$ cat src/rtl/ysyx_25040111_mem_arbiter_pkg.sv
// Shared definitions for the IFU/LSU memory arbiter: FSM state encodings,
// owner IDs, access-size codes (shared with the execute unit), the latched
// request payload and common widths.
package ysyx_25040111_mem_arbiter_pkg;

  localparam int unsigned ADDR_W   = 32;
  localparam int unsigned DATA_W   = 32;
  localparam int unsigned MASK_W   = 2;
  localparam int unsigned TCNT_W   = 16;
  localparam int unsigned STARVE_W = 4;

  typedef enum logic [1:0] {
    ST_IDLE  = 2'd0,
    ST_ISSUE = 2'd1,
    ST_WAIT  = 2'd2,
    ST_REPLY = 2'd3
  } arb_state_e;

  typedef enum logic {
    OWNER_IFU = 1'b0,
    OWNER_LSU = 1'b1
  } owner_e;

  typedef enum logic [MASK_W-1:0] {
    MASK_BYTE = 2'b00,
    MASK_HALF = 2'b01,
    MASK_WORD = 2'b10
  } mask_size_e;

  typedef struct packed {
    logic [ADDR_W-1:0] addr;
    logic              write;
    logic [DATA_W-1:0] wdata;
    logic [MASK_W-1:0] mask;
  } mem_req_t;

endpackage

$ cat src/rtl/ysyx_25040111_mem_arbiter_pick.sv
// Requester picker with IFU starvation guard.
// Ports:
//   clock, reset          clock and asynchronous active-high reset
//   enable                arbiter is able to accept a request this cycle
//   ifu_valid, lsu_valid  pending requests
//   grant_ifu, grant_lsu  combinational one-hot grant (also the handshake,
//                         since a grant is only given to a valid requester)
module ysyx_25040111_arb_pick
  import ysyx_25040111_mem_arbiter_pkg::*;
#(
  parameter int unsigned STARVE_LIMIT = 4
) (
  input  logic clock,
  input  logic reset,
  input  logic enable,
  input  logic ifu_valid,
  input  logic lsu_valid,
  output logic grant_ifu,
  output logic grant_lsu
);

  localparam logic [STARVE_W-1:0] LIMIT = STARVE_W'(STARVE_LIMIT);

  logic [STARVE_W-1:0] starve_q;
  logic [STARVE_W-1:0] starve_d;
  logic                force_ifu;

  // LSU wins by default; IFU wins when LSU is idle or it has waited too long.
  always_comb begin
    force_ifu = ifu_valid && (starve_q == LIMIT);
    grant_lsu = enable && lsu_valid && !force_ifu;
    grant_ifu = enable && ifu_valid && (!lsu_valid || force_ifu);
    starve_d  = starve_q;
    if (grant_ifu) begin
      starve_d = '0;
    end else if (grant_lsu) begin
      if (!ifu_valid) begin
        starve_d = '0;
      end else if (starve_q != LIMIT) begin
        starve_d = starve_q + STARVE_W'(1);
      end
    end
  end

  always_ff @(posedge clock or posedge reset) begin
    if (reset) begin
      starve_q <= '0;
    end else begin
      starve_q <= starve_d;
    end
  end

endmodule

$ cat src/rtl/ysyx_25040111_mem_arbiter.sv
// Shares the single core memory port between the IFU (read-only) and the
// LSU (read/write). One transaction in flight; LSU priority with an IFU
// starvation guard; a response watchdog replies with an error if memory
// never answers, and the late response is then drained before new grants.
// Ports:
//   clock, reset                      clock, asynchronous active-high reset
//   ifu_req_* / ifu_addr              IFU request channel
//   ifu_rsp_* / ifu_rdata / ifu_rerr  IFU response channel
//   lsu_req_* / lsu_addr/write/wdata/mask  LSU request channel
//   lsu_rsp_* / lsu_rdata / lsu_rerr  LSU response channel (raw load data)
//   mem_req_* / mem_addr/write/wdata/mask  memory request channel
//   mem_rsp_* / mem_rdata / mem_rerr  memory response channel
//   arb_owner                         current/last owner: 0 IFU, 1 LSU
module ysyx_25040111_mem_arbiter
  import ysyx_25040111_mem_arbiter_pkg::*;
#(
  parameter int unsigned STARVE_LIMIT = 4,
  parameter int unsigned TIMEOUT      = 1024
) (
  input  logic              clock,
  input  logic              reset,
  input  logic              ifu_req_valid,
  output logic              ifu_req_ready,
  input  logic [ADDR_W-1:0] ifu_addr,
  output logic              ifu_rsp_valid,
  input  logic              ifu_rsp_ready,
  output logic [DATA_W-1:0] ifu_rdata,
  output logic              ifu_rerr,
  input  logic              lsu_req_valid,
  output logic              lsu_req_ready,
  input  logic [ADDR_W-1:0] lsu_addr,
  input  logic              lsu_write,
  input  logic [DATA_W-1:0] lsu_wdata,
  input  logic [MASK_W-1:0] lsu_mask,
  output logic              lsu_rsp_valid,
  input  logic              lsu_rsp_ready,
  output logic [DATA_W-1:0] lsu_rdata,
  output logic              lsu_rerr,
  output logic              mem_req_valid,
  input  logic              mem_req_ready,
  output logic [ADDR_W-1:0] mem_addr,
  output logic              mem_write,
  output logic [DATA_W-1:0] mem_wdata,
  output logic [MASK_W-1:0] mem_mask,
  input  logic              mem_rsp_valid,
  output logic              mem_rsp_ready,
  input  logic [DATA_W-1:0] mem_rdata,
  input  logic              mem_rerr,
  output logic              arb_owner
);

  localparam bit                TO_EN     = (TIMEOUT != 0);
  localparam logic [TCNT_W-1:0] TCNT_LAST = TCNT_W'(TIMEOUT - 1);

  arb_state_e        state_q, state_d;
  owner_e            owner_q, owner_d;
  mem_req_t          req_q, req_d;
  logic [DATA_W-1:0] rdata_q, rdata_d;
  logic              rerr_q, rerr_d;
  logic [TCNT_W-1:0] tcnt_q, tcnt_d;
  logic              drop_q, drop_d;
  logic              pick_en;
  logic              grant_ifu, grant_lsu;
  logic              rsp_take;

  // Grants only in IDLE with no stale response outstanding.
  assign pick_en = (state_q == ST_IDLE) && !drop_q && !reset;

  ysyx_25040111_arb_pick #(
    .STARVE_LIMIT(STARVE_LIMIT)
  ) u_pick (
    .clock    (clock),
    .reset    (reset),
    .enable   (pick_en),
    .ifu_valid(ifu_req_valid),
    .lsu_valid(lsu_req_valid),
    .grant_ifu(grant_ifu),
    .grant_lsu(grant_lsu)
  );

  assign rsp_take = (owner_q == OWNER_IFU) ? ifu_rsp_ready : lsu_rsp_ready;

  // Next-state and next-datapath logic.
  always_comb begin
    state_d = state_q;
    owner_d = owner_q;
    req_d   = req_q;
    rdata_d = rdata_q;
    rerr_d  = rerr_q;
    tcnt_d  = tcnt_q;
    drop_d  = drop_q;

    // A response arriving after a timeout belongs to nobody; swallow it.
    if (drop_q && mem_rsp_valid && (state_q != ST_WAIT)) begin
      drop_d = 1'b0;
    end

    unique case (state_q)
      ST_IDLE: begin
        if (grant_lsu) begin
          req_d   = '{addr: lsu_addr, write: lsu_write, wdata: lsu_wdata, mask: lsu_mask};
          owner_d = OWNER_LSU;
          state_d = ST_ISSUE;
        end else if (grant_ifu) begin
          req_d   = '{addr: ifu_addr, write: 1'b0, wdata: '0, mask: MASK_WORD};
          owner_d = OWNER_IFU;
          state_d = ST_ISSUE;
        end
      end
      ST_ISSUE: begin
        if (mem_req_ready) begin
          tcnt_d  = '0;
          state_d = ST_WAIT;
        end
      end
      ST_WAIT: begin
        if (mem_rsp_valid) begin
          rdata_d = mem_rdata;
          rerr_d  = mem_rerr;
          state_d = ST_REPLY;
        end else if (TO_EN && (tcnt_q == TCNT_LAST)) begin
          rdata_d = '0;
          rerr_d  = 1'b1;
          drop_d  = 1'b1;
          state_d = ST_REPLY;
        end else begin
          tcnt_d = tcnt_q + TCNT_W'(1);
        end
      end
      ST_REPLY: begin
        if (rsp_take) begin
          state_d = ST_IDLE;
        end
      end
      default: state_d = ST_IDLE;
    endcase
  end

  always_ff @(posedge clock or posedge reset) begin
    if (reset) begin
      state_q <= ST_IDLE;
      owner_q <= OWNER_IFU;
      req_q   <= '0;
      rdata_q <= '0;
      rerr_q  <= 1'b0;
      tcnt_q  <= '0;
      drop_q  <= 1'b0;
    end else begin
      state_q <= state_d;
      owner_q <= owner_d;
      req_q   <= req_d;
      rdata_q <= rdata_d;
      rerr_q  <= rerr_d;
      tcnt_q  <= tcnt_d;
      drop_q  <= drop_d;
    end
  end

  assign ifu_req_ready = grant_ifu;
  assign lsu_req_ready = grant_lsu;

  assign mem_req_valid = (state_q == ST_ISSUE);
  assign mem_addr      = req_q.addr;
  assign mem_write     = req_q.write;
  assign mem_wdata     = req_q.wdata;
  assign mem_mask      = req_q.mask;
  assign mem_rsp_ready = (state_q == ST_WAIT) || drop_q;

  assign ifu_rsp_valid = (state_q == ST_REPLY) && (owner_q == OWNER_IFU);
  assign lsu_rsp_valid = (state_q == ST_REPLY) && (owner_q == OWNER_LSU);
  assign ifu_rdata     = rdata_q;
  assign lsu_rdata     = rdata_q;
  assign ifu_rerr      = rerr_q && (owner_q == OWNER_IFU);
  assign lsu_rerr      = rerr_q && (owner_q == OWNER_LSU);
  assign arb_owner     = owner_q;

endmodule
$ cat config.mk
export PLATFORM = sky130hd
export DESIGN_NAME = ysyx_25040111_mem_arbiter
export DESIGN_NICKNAME = d
export VERILOG_FILES = /design/src/rtl/ysyx_25040111_mem_arbiter_pkg.sv /design/src/rtl/ysyx_25040111_mem_arbiter_pick.sv /design/src/rtl/ysyx_25040111_mem_arbiter.sv
export SDC_FILE = /design/constraint.sdc
export NUM_CORES = 1
export LEC_CHECK = 0
export BUFFER_PORTS_ARGS = -buffer_cell sky130_fd_sc_hd__clkbuf_2
export CORE_UTILIZATION = 46
export DETAILED_ROUTE_END_ITERATION = 7
export GPL_ROUTABILITY_DRIVEN = 0
export HOLD_SLACK_MARGIN = 0.06
export PLACE_DENSITY = 0.8
export SLEW_MARGIN = 40
export SYNTH_ARGS = -nofsm -noshare
export SYNTH_HDL_FRONTEND = slang
export SYNTH_SLANG_ARGS = --single-unit
$ cat constraint.sdc
create_clock -name clock -period 4.5 [get_ports clock]
set_input_delay 0.225 -clock clock [delete_from_list [all_inputs] [get_ports clock]]
set_output_delay 0.225 -clock clock [all_outputs]
set_load 0.05 [all_outputs]
==> results of run 1 <==
==> metal layers <==
| metal | GRT usage, % | part of all wire [%] |
|---|---|---|
| met1 | 32.5 | 38 |
| met2 | 48.9 | 51 |
| met3 | 8.93 | 7.1 |
| met4 | 16.3 | 4.3 |
| met5 | 0 | 0 |
==> sequential cells by signal, summed over array words and instances (netlist names), 2 cells and up <==
name	count
ifu_rdata	32
mem_wdata	32
mem_addr	32
state_q	2
u_pick.starve_q	4
tcnt_q	16
mem_mask	2
==> power by group through the flow <==
stage               clock (mW)  sequential [mW]  combinational, mW
floorplan                    0             3.23               1.59
global placement             0             1.88               3.60
detailed placement           0             1.88               3.65
CTS                       1.50             1.88               3.80
global route              1.58             1.95               4.02
finish                    1.49             1.90               3.84
==> path summary, 6_finish.rpt <==
path                                                from                         to  cells after the start
worst min register to register  mem_wdata[3]$_DFFE_PP0P_   mem_wdata[3]$_DFFE_PP0P_                      2
max in group asynchronous                          reset  mem_wdata[11]$_DFFE_PP0P_                      4
worst min-delay path                        ifu_addr[17]   mem_addr[17]$_DFFE_PP0P_                      3
min in group asynchronous                          reset     state_q[1]$_DFFE_PP0P_                      3
worst max register to register    state_q[0]$_DFFE_PP0P_   mem_addr[10]$_DFFE_PP0P_                      8
worst max-delay path              state_q[0]$_DFFE_PP0P_              lsu_req_ready                      7
==> per-stage QoR <==
step                cells  power, mW  worst slack [ns]
global placement      991       5.48              1.71
finish               1129       7.23              1.19
detailed placement    991       5.53              1.67
floorplan             606       4.83             0.976
global route         1129       7.55             0.961
CTS                  1125       7.18              1.21
==> area by class of cell <==
type,instances,area (sq um)
Fill cell,800,3340
Sequential cell,124,3100
Inverter,13,51.3
Clock inverter,13,195
Timing Repair Buffer,392,2510
Clock buffer,19,453
Multi-Input combinational cell,400,2200
Tap cell,168,210
==> worst max-delay path: stages (launching register included) <==
cell	delay, ns
dfrtp_1	0.40
inv_1	0.11
ha_1	0.22
nor3b_1	0.50
nand3_4	0.55
clkinv_1	0.13
buf_4	0.36
clkbuf_2	0.35
==> cells by family (layout without fill, tap and decap cells) <==
logic type               Yosys count  in the layout  synth area share (%)
AND/OR/NAND/NOR                  282            282                  22.3
flip-flops                       124            124                  54.4
AO/OA/AOI/OAI                    104            104                  12.9
buffers and inverters             82            437                  7.70
adder cells (fa/ha/maj)            7              7                  1.54
multiplexers                       7              7                  1.25
==> synthesized netlist by cell type (5+ instances only) <==
cell	number	area, sq um
nand2_1	153	574
dfrtp_1	124	3100
nand3_1	40	200
nor2_1	40	150
a31oi_1	38	238
a22o_1	33	289
buf_4	32	240
clkbuf_1	30	113
inv_1	12	45.0
o21ai_0	10	50.1
a21oi_1	8	40.0
ha_1	7	87.6
mux2i_1	6	60.1
and3_1	5	31.3
and4_1	5	43.8
nand2b_1	5	31.3
nand4_1	5	31.3
nor4_1	5	31.3
o31ai_1	5	37.5
==> metrics.md, run 1 <==
| Metric | Value |
|---|---|
| Die Span Y | `113 um` |
| CTS Sinks | `124` |
| Setup_tns | `0 ns` |
| Pin count of the biggest net entering global routing | `69` |
| Routed len/inst | `16.4 um` |
| Final Max Tran Viols | `0` |
| Int Power | `3.51 mW` |
| CTS tree | `built` |
| Overall routing resource usage | `28.9%` |
| IO Count | `280` |
| Gr ovfl total | `0` |
| Post-synth ARST share | `100%` |
| Rows | `40` |
| DRC | `0` |
| Clock Root Buffer | `clkbuf_16` |
| Hold Path Class | `in2reg` |
| Yosys warns | `0` |
| Final critical-path share of the clock period | `73.5%` |
| Placed Instance Area | `7010 sq um` |
| Final min period | `3.31 ns` |
| Post-synth EDFFs | `0` |
| Critical path startpoint category | `flop` |
| Core ar. | `12,100 sq um` |
| Worst clock skew | `0.0118 ns` |
| Initial antenna violation count | `0` |
| RSZ-0062 raised after global routing | `no` |
| Netlist Area Pre-Place | `5710 sq um` |
| Post-DP HPWL | `10,900 um` |
| Worst Max-Slew Pin Slew | `0.729 ns` |
| CTS Buffer Depth | `2` |
| Peak supply drop | `0.000569 V` |
| Critical Path RT | `4.28 ns` |
| Routed vias | `5,952` |
| Die ar. | `12,900 sq um` |
| Total iterations of the first detailed-routing run | `5` |
| Synth Net Count | `753` |
| Flop pwr share | `26.3%` |
| Mean post-synth cell area | `9.41 sq um` |
| PwrDens | `829 nW/um^2` |
| FF+latch count, synth | `124` |
| Cts repair resizes | `0` |
| Sw power | `3.72 mW` |
| DR iter-0 viols | `481` |
| Status | `complete, no violations` |
| Flop2flop setup slack | `1.27 ns` |
| LEAKAGE | `4.62 nW` |
| Commonest non-fill, non-tap cells in the layout | `clkbuf_2, nand2_1, dfrtp_1` |
| First-pass GRT wire length | `28,400 um` |
| Number of max-cap violations | `0` |
| Distinct cells, synth | `43` |
| Worst EP arrival | `3.08 ns` |
| Final Hold Fails | `0` |
| WS Path Type | `reg2out` |
| Fmax | `302 MHz` |
| Setup violators final | `0` |
| Combinational fraction of design power | `53.1%` |
| Ant diodes | `0` |
| Clk Latency, worst-skew pair | `0.41 ns` |
| Layout cells sized above 1 | `34.0%` |
| Ys flop type | `dfrtp_1` |
| NumNets Final | `1,095` |
| Via density | `5.27` |
| Number of port buffers | `279` |
| Post-synthesis sequential area ratio | `54.4%` |
| Switch share | `51.5%` |
| Vias in the first global route | `5,681` |
| Starting Density | `47.3%` |
| Overall routed net length | `18,500 um` |
| Clock Pin Slew Worst Setup and Hold Paths | `0.05 ns` |
| Final hold slack | `0.0700 ns` |
| Gate Count Post-Synth | `606` |
| Fin util | `72.3%` |
| Antenna-violating nets left | `0` |
| Hold buffer count at cts | `102` |
| Clock power share | `20.7%` |
| Relative slew slack | `51.4%` |
| CTS Buf Count | `17` |
| Endpoint type of the worst setup path | `primary output` |
| H-tree Lvls | `4` |
| Die X | `113 um` |
| Commonest non-fill, non-tap cell in the layout | `clkbuf_2` |
| CP max FO | `52` |
| Final instance area | `8720 sq um` |
| Area growth from synthesis to layout | `52.8%` |
| Post-CTS setup buffers | `0` |
(Power assumes the default switching activity.)
==> run 2, diff against run 1 <==
Settings changed: ABC_AREA from default to 1, CORE_UTILIZATION 46 to 42, PLACE_DENSITY 0.8 to 0.77.
Clock period 4.5 ns to 2.86 ns, I/O delays scaled along.
==> run 2 against run 1 <==
Against the previous run:
- count of clock-buffer cells in the layout increased by 2
- total power is 60% higher
- worst setup slack worse by 0.86 ns
- combinational power grew 65%
- non-clock buffer count rose by 31
- via count grew 3.0%
- wire length is 5.1% higher
- highest routed layer unchanged
- utilization fell by 4.2 points
- synthesized area rose by 1.4%
==> metrics.md, run 2 <==
| Metric | Value |
|---|---|
| Post-synthesis sequential area ratio | `53.7% (was 54.4%)` |
| WS Path Type | `reg2reg (was reg2out)` |
| Area growth from synthesis to layout | `57.1% (was 52.8%)` |
| DR iter-0 viols | `391 (was 481)` |
| NumNets Final | `1,189 (was 1,095)` |
| Layout Cells excl Fill | `1,230 (was 1,129)` |
| Dpl cells | `1,064 (was 991)` |
| Worst clock skew | `0.00760 ns (was 0.0118 ns)` |
| Post-DP HPWL | `11,500 um (was 10,900 um)` |
| Final hold slack | `0.0960 ns (was 0.0700 ns)` |
| Setup violators final | `0 (unchanged)` |
| Routed vias | `6,128 (was 5,952)` |
| Pin count of the biggest net entering global routing | `78 (was 69)` |
| Area of the multi-input gates | `2110 sq um (was 2200 sq um)` |
| Die Span Y | `119 um (was 113 um)` |
| Fmax | `396 MHz` |
| Power Total | `11.6 mW (was 7.23 mW)` |
| Final Max Tran Viols | `0 (unchanged)` |
| Critical Path RT | `3.21 ns (was 4.28 ns)` |
| Hold Path Class | `in2reg (unchanged)` |
| Starting Density | `43.3% (was 47.3%)` |
| CP max FO | `43 (was 52)` |
| Yosys warns | `0 (unchanged)` |
| Die ar. | `14,200 sq um (was 12,900 sq um)` |
| Initial antenna violation count | `0 (unchanged)` |
| DRC | `0 (unchanged)` |
| Clock Pin Slew Worst Setup and Hold Paths | `0.06 ns (was 0.05 ns)` |
| Hold Path Cell Cnt | `3 (unchanged)` |
| Final critical-path share of the clock period | `88.3%` |
| Total iterations of the first detailed-routing run | `6 (was 5)` |
| Sequential Area | `3100 sq um (unchanged)` |
| Flop2flop setup slack | `0.33 ns (was 1.27 ns)` |
| Number of max-cap violations | `0 (unchanged)` |
| PwrDens | `1270 nW/um^2 (was 829 nW/um^2)` |
| First-pass GRT wire length | `31,000 um (was 28,400 um)` |
| Commonest non-fill, non-tap cells in the layout | `clkbuf_2, nand2_1, dlygate4sd3_1 (was clkbuf_2, nand2_1, dfrtp_1)` |
| R2r worst-path depth | `10 (was 8)` |
| Gate Count Post-Synth | `663 (was 606)` |
| CTS Sinks | `124 (unchanged)` |
| Ant diodes | `0 (unchanged)` |
| Synth Net Count | `810 (was 753)` |
| Post-synth top area share | `53.7% (was 54.4%)` |
| RR Endpoint | `mem_addr[2]$_DFFE_PP0P_ (was mem_addr[10]$_DFFE_PP0P_)` |
| Commonest non-fill, non-tap cell in the layout | `clkbuf_2 (unchanged)` |
| Critical path startpoint category | `flop (unchanged)` |
| Rows | `42 (was 40)` |
| LEAKAGE | `4.75 nW (was 4.62 nW)` |
| Post-synth EDFFs | `0 (unchanged)` |
| Synth area leaders | `dfrtp_1, nand2_1, a22o_1, buf_4, nor2_1 (was dfrtp_1, nand2_1, a22o_1, buf_4, a31oi_1)` |
| Gr ovfl total | `0 (unchanged)` |
| RSZ-0062 raised after global routing | `no (unchanged)` |
| Overall routing resource usage | `28.1% (was 28.9%)` |
| CTS Buf Count | `17 (unchanged)` |
| Status | `complete, no violations (unchanged)` |
| Relative slew slack | `51.8% (was 51.4%)` |
| Antenna-violating nets left | `0 (unchanged)` |
| H-tree Lvls | `4 (unchanged)` |
| Number of port buffers | `279 (unchanged)` |
| Top-count cell post-synth | `nand2_1 (unchanged)` |
| Mean post-synth cell area | `8.72 sq um (was 9.41 sq um)` |
| Clock Root Buffer | `clkbuf_16 (unchanged)` |
| CTS Buffer Depth | `2 (unchanged)` |
| Overall routed net length | `19,500 um (was 18,500 um)` |
| Post-synth ARST share | `100% (unchanged)` |
| CTS tree | `built (unchanged)` |
| Post-CTS setup buffers | `0 (unchanged)` |
| FF+latch count, synth | `124 (unchanged)` |
| Final min period | `2.53 ns` |
| Vias in the first global route | `6,104 (was 5,681)` |
| Netlist Area Pre-Place | `5780 sq um (was 5710 sq um)` |
| Distinct cells, synth | `28 (was 43)` |
| Endpoint type of the worst setup path | `flop (was primary output)` |
| Filler instances | `1,022 (was 800)` |
| Die X | `119 um (was 113 um)` |
| Final Hold Fails | `0 (unchanged)` |
| Core ar. | `13,300 sq um (was 12,100 sq um)` |
| Synth area leader | `dfrtp_1 (unchanged)` |
| Hold Crit Start | `lsu_req_valid (was ifu_addr[17])` |
| Worst Max-Slew Pin Slew | `0.723 ns (was 0.729 ns)` |
| Via density | `4.98 (was 5.27)` |
| Synth top cells by count | `nand2_1, dfrtp_1, nor2_1 (was nand2_1, dfrtp_1, nand3_1, nor2_1, a31oi_1)` |
| Layout cells sized above 1 | `31.5% (was 34.0%)` |
| Routed len/inst | `15.8 um (was 16.4 um)` |
| IO Count | `280 (unchanged)` |
| Hold Path Sink | `arb_owner$_DFFE_PP0P_ (was mem_addr[17]$_DFFE_PP0P_)` |
| Peak supply drop | `0.000659 V (was 0.000569 V)` |
| Worst EP arrival | `2.88 ns (was 3.08 ns)` |
| Ys flop type | `dfrtp_1 (unchanged)` |
| Worst r2r src | `state_q[1]$_DFFE_PP0P_ (was state_q[0]$_DFFE_PP0P_)` |
| Clk Latency, worst-skew pair | `0.42 ns (was 0.41 ns)` |
| Setup_tns | `0 ns (unchanged)` |
==> run 2: cell count changes after synthesis, sizes merged, moves of 6 or more <==
cell / delta
inv: +28
mux2i: -6
buf: +12
a31oi: -6
nor2: +25
o21ai: +8
clkbuf: -18
nand3: -16
nor4: -6
nand2: +76
==> run 2: kinds of logic after synthesis <==
kind of cell               after synthesis  synth area share, %
DFF                                    124                 53.7
AOI/OAI and AO/OA                       93                 11.3
buffers and inverters                  103                 9.87
adders and majority gates                7                 1.51
xor gates and xnor gates                 5                0.757
and+or+nand+nor                        331                 22.9
==> run 2: area by class of cell <==
class                      instances  area share (%)
timing repair buffer             423            31.6
tap                              176            2.42
inverter                          40            1.72
sequential                       124            34.2
clock buffer                      21            5.07
multi-input combinational        436            23.2
clock inverter                    10            1.80
==> run 2: worst max-delay path by stage <==
stage	from	to	slack (ns)	cells after the start
after floorplan	reset	mem_mask[1]$_DFFE_PP0P_	-0.22	9
after global placement	state_q[0]$_DFFE_PP0P_	mem_mask[1]$_DFFE_PP0P_	0.60	9
after detailed placement	state_q[0]$_DFFE_PP0P_	mem_addr[1]$_DFFE_PP0P_	0.85	9
after CTS	state_q[1]$_DFFE_PP0P_	mem_addr[6]$_DFFE_PP0P_	0.28	10
after global routing	state_q[1]$_DFFE_PP0P_	mem_addr[2]$_DFFE_PP0P_	0.11	10
final	state_q[1]$_DFFE_PP0P_	mem_addr[2]$_DFFE_PP0P_	0.33	10
==> run 2: what timing repair did <==
action | CTS | global route
gates resized for setup | 0 | 2
endpoints found under the setup margin | 0 | 3
endpoints found under the hold margin | 149 | 0
hold buffers | 135 | 0
==> run 2: per-layer routing <==
metal  track usage [%]  part of all wire, %  up-vias
met2              46.5                   50      297
li1                  -                    -     2884
met5                 0                    0        -
met1              32.5                   39     2862
met3              7.57                  6.2       85
met4              17.0                  4.7        0
==> run 2: power by group <==
part	switching, mW	total (mW)	internal, mW
Sequential	0.518	2.96	2.44
Combinational	4.67	6.32	1.65
Clock	0.781	2.28	1.50
Total	5.97	11.6	5.60
==> run 2: critical path, stage by stage, from the launching register on <==
cell,delay (ns)
dfrtp_1,0.42
inv_1,0.09
ha_1,0.18
nand3_1,0.14
inv_2,0.11
o21ai_4,0.14
inv_4,0.26
buf_12,0.26
nor2_1,0.08
a31oi_1,0.17
dlygate4sd3_1,0.59
==> run 2: through the flow <==
| step | cell area [sq um] | worst slack [ns] | util (%) |
|---|---|---|---|
| 6_report | 9080 | 0.334 | 68.1 |
| 4_1_cts | 9080 | 0.284 | 68.0 |
| 3_3_place_gp | 7080 | 0.595 | 53.0 |
| 2_1_floorplan | 5810 | -0.219 | - |
| 3_5_place_dp | 7110 | 0.849 | 53.2 |
| 5_1_grt | 9080 | 0.114 | 68.1 |
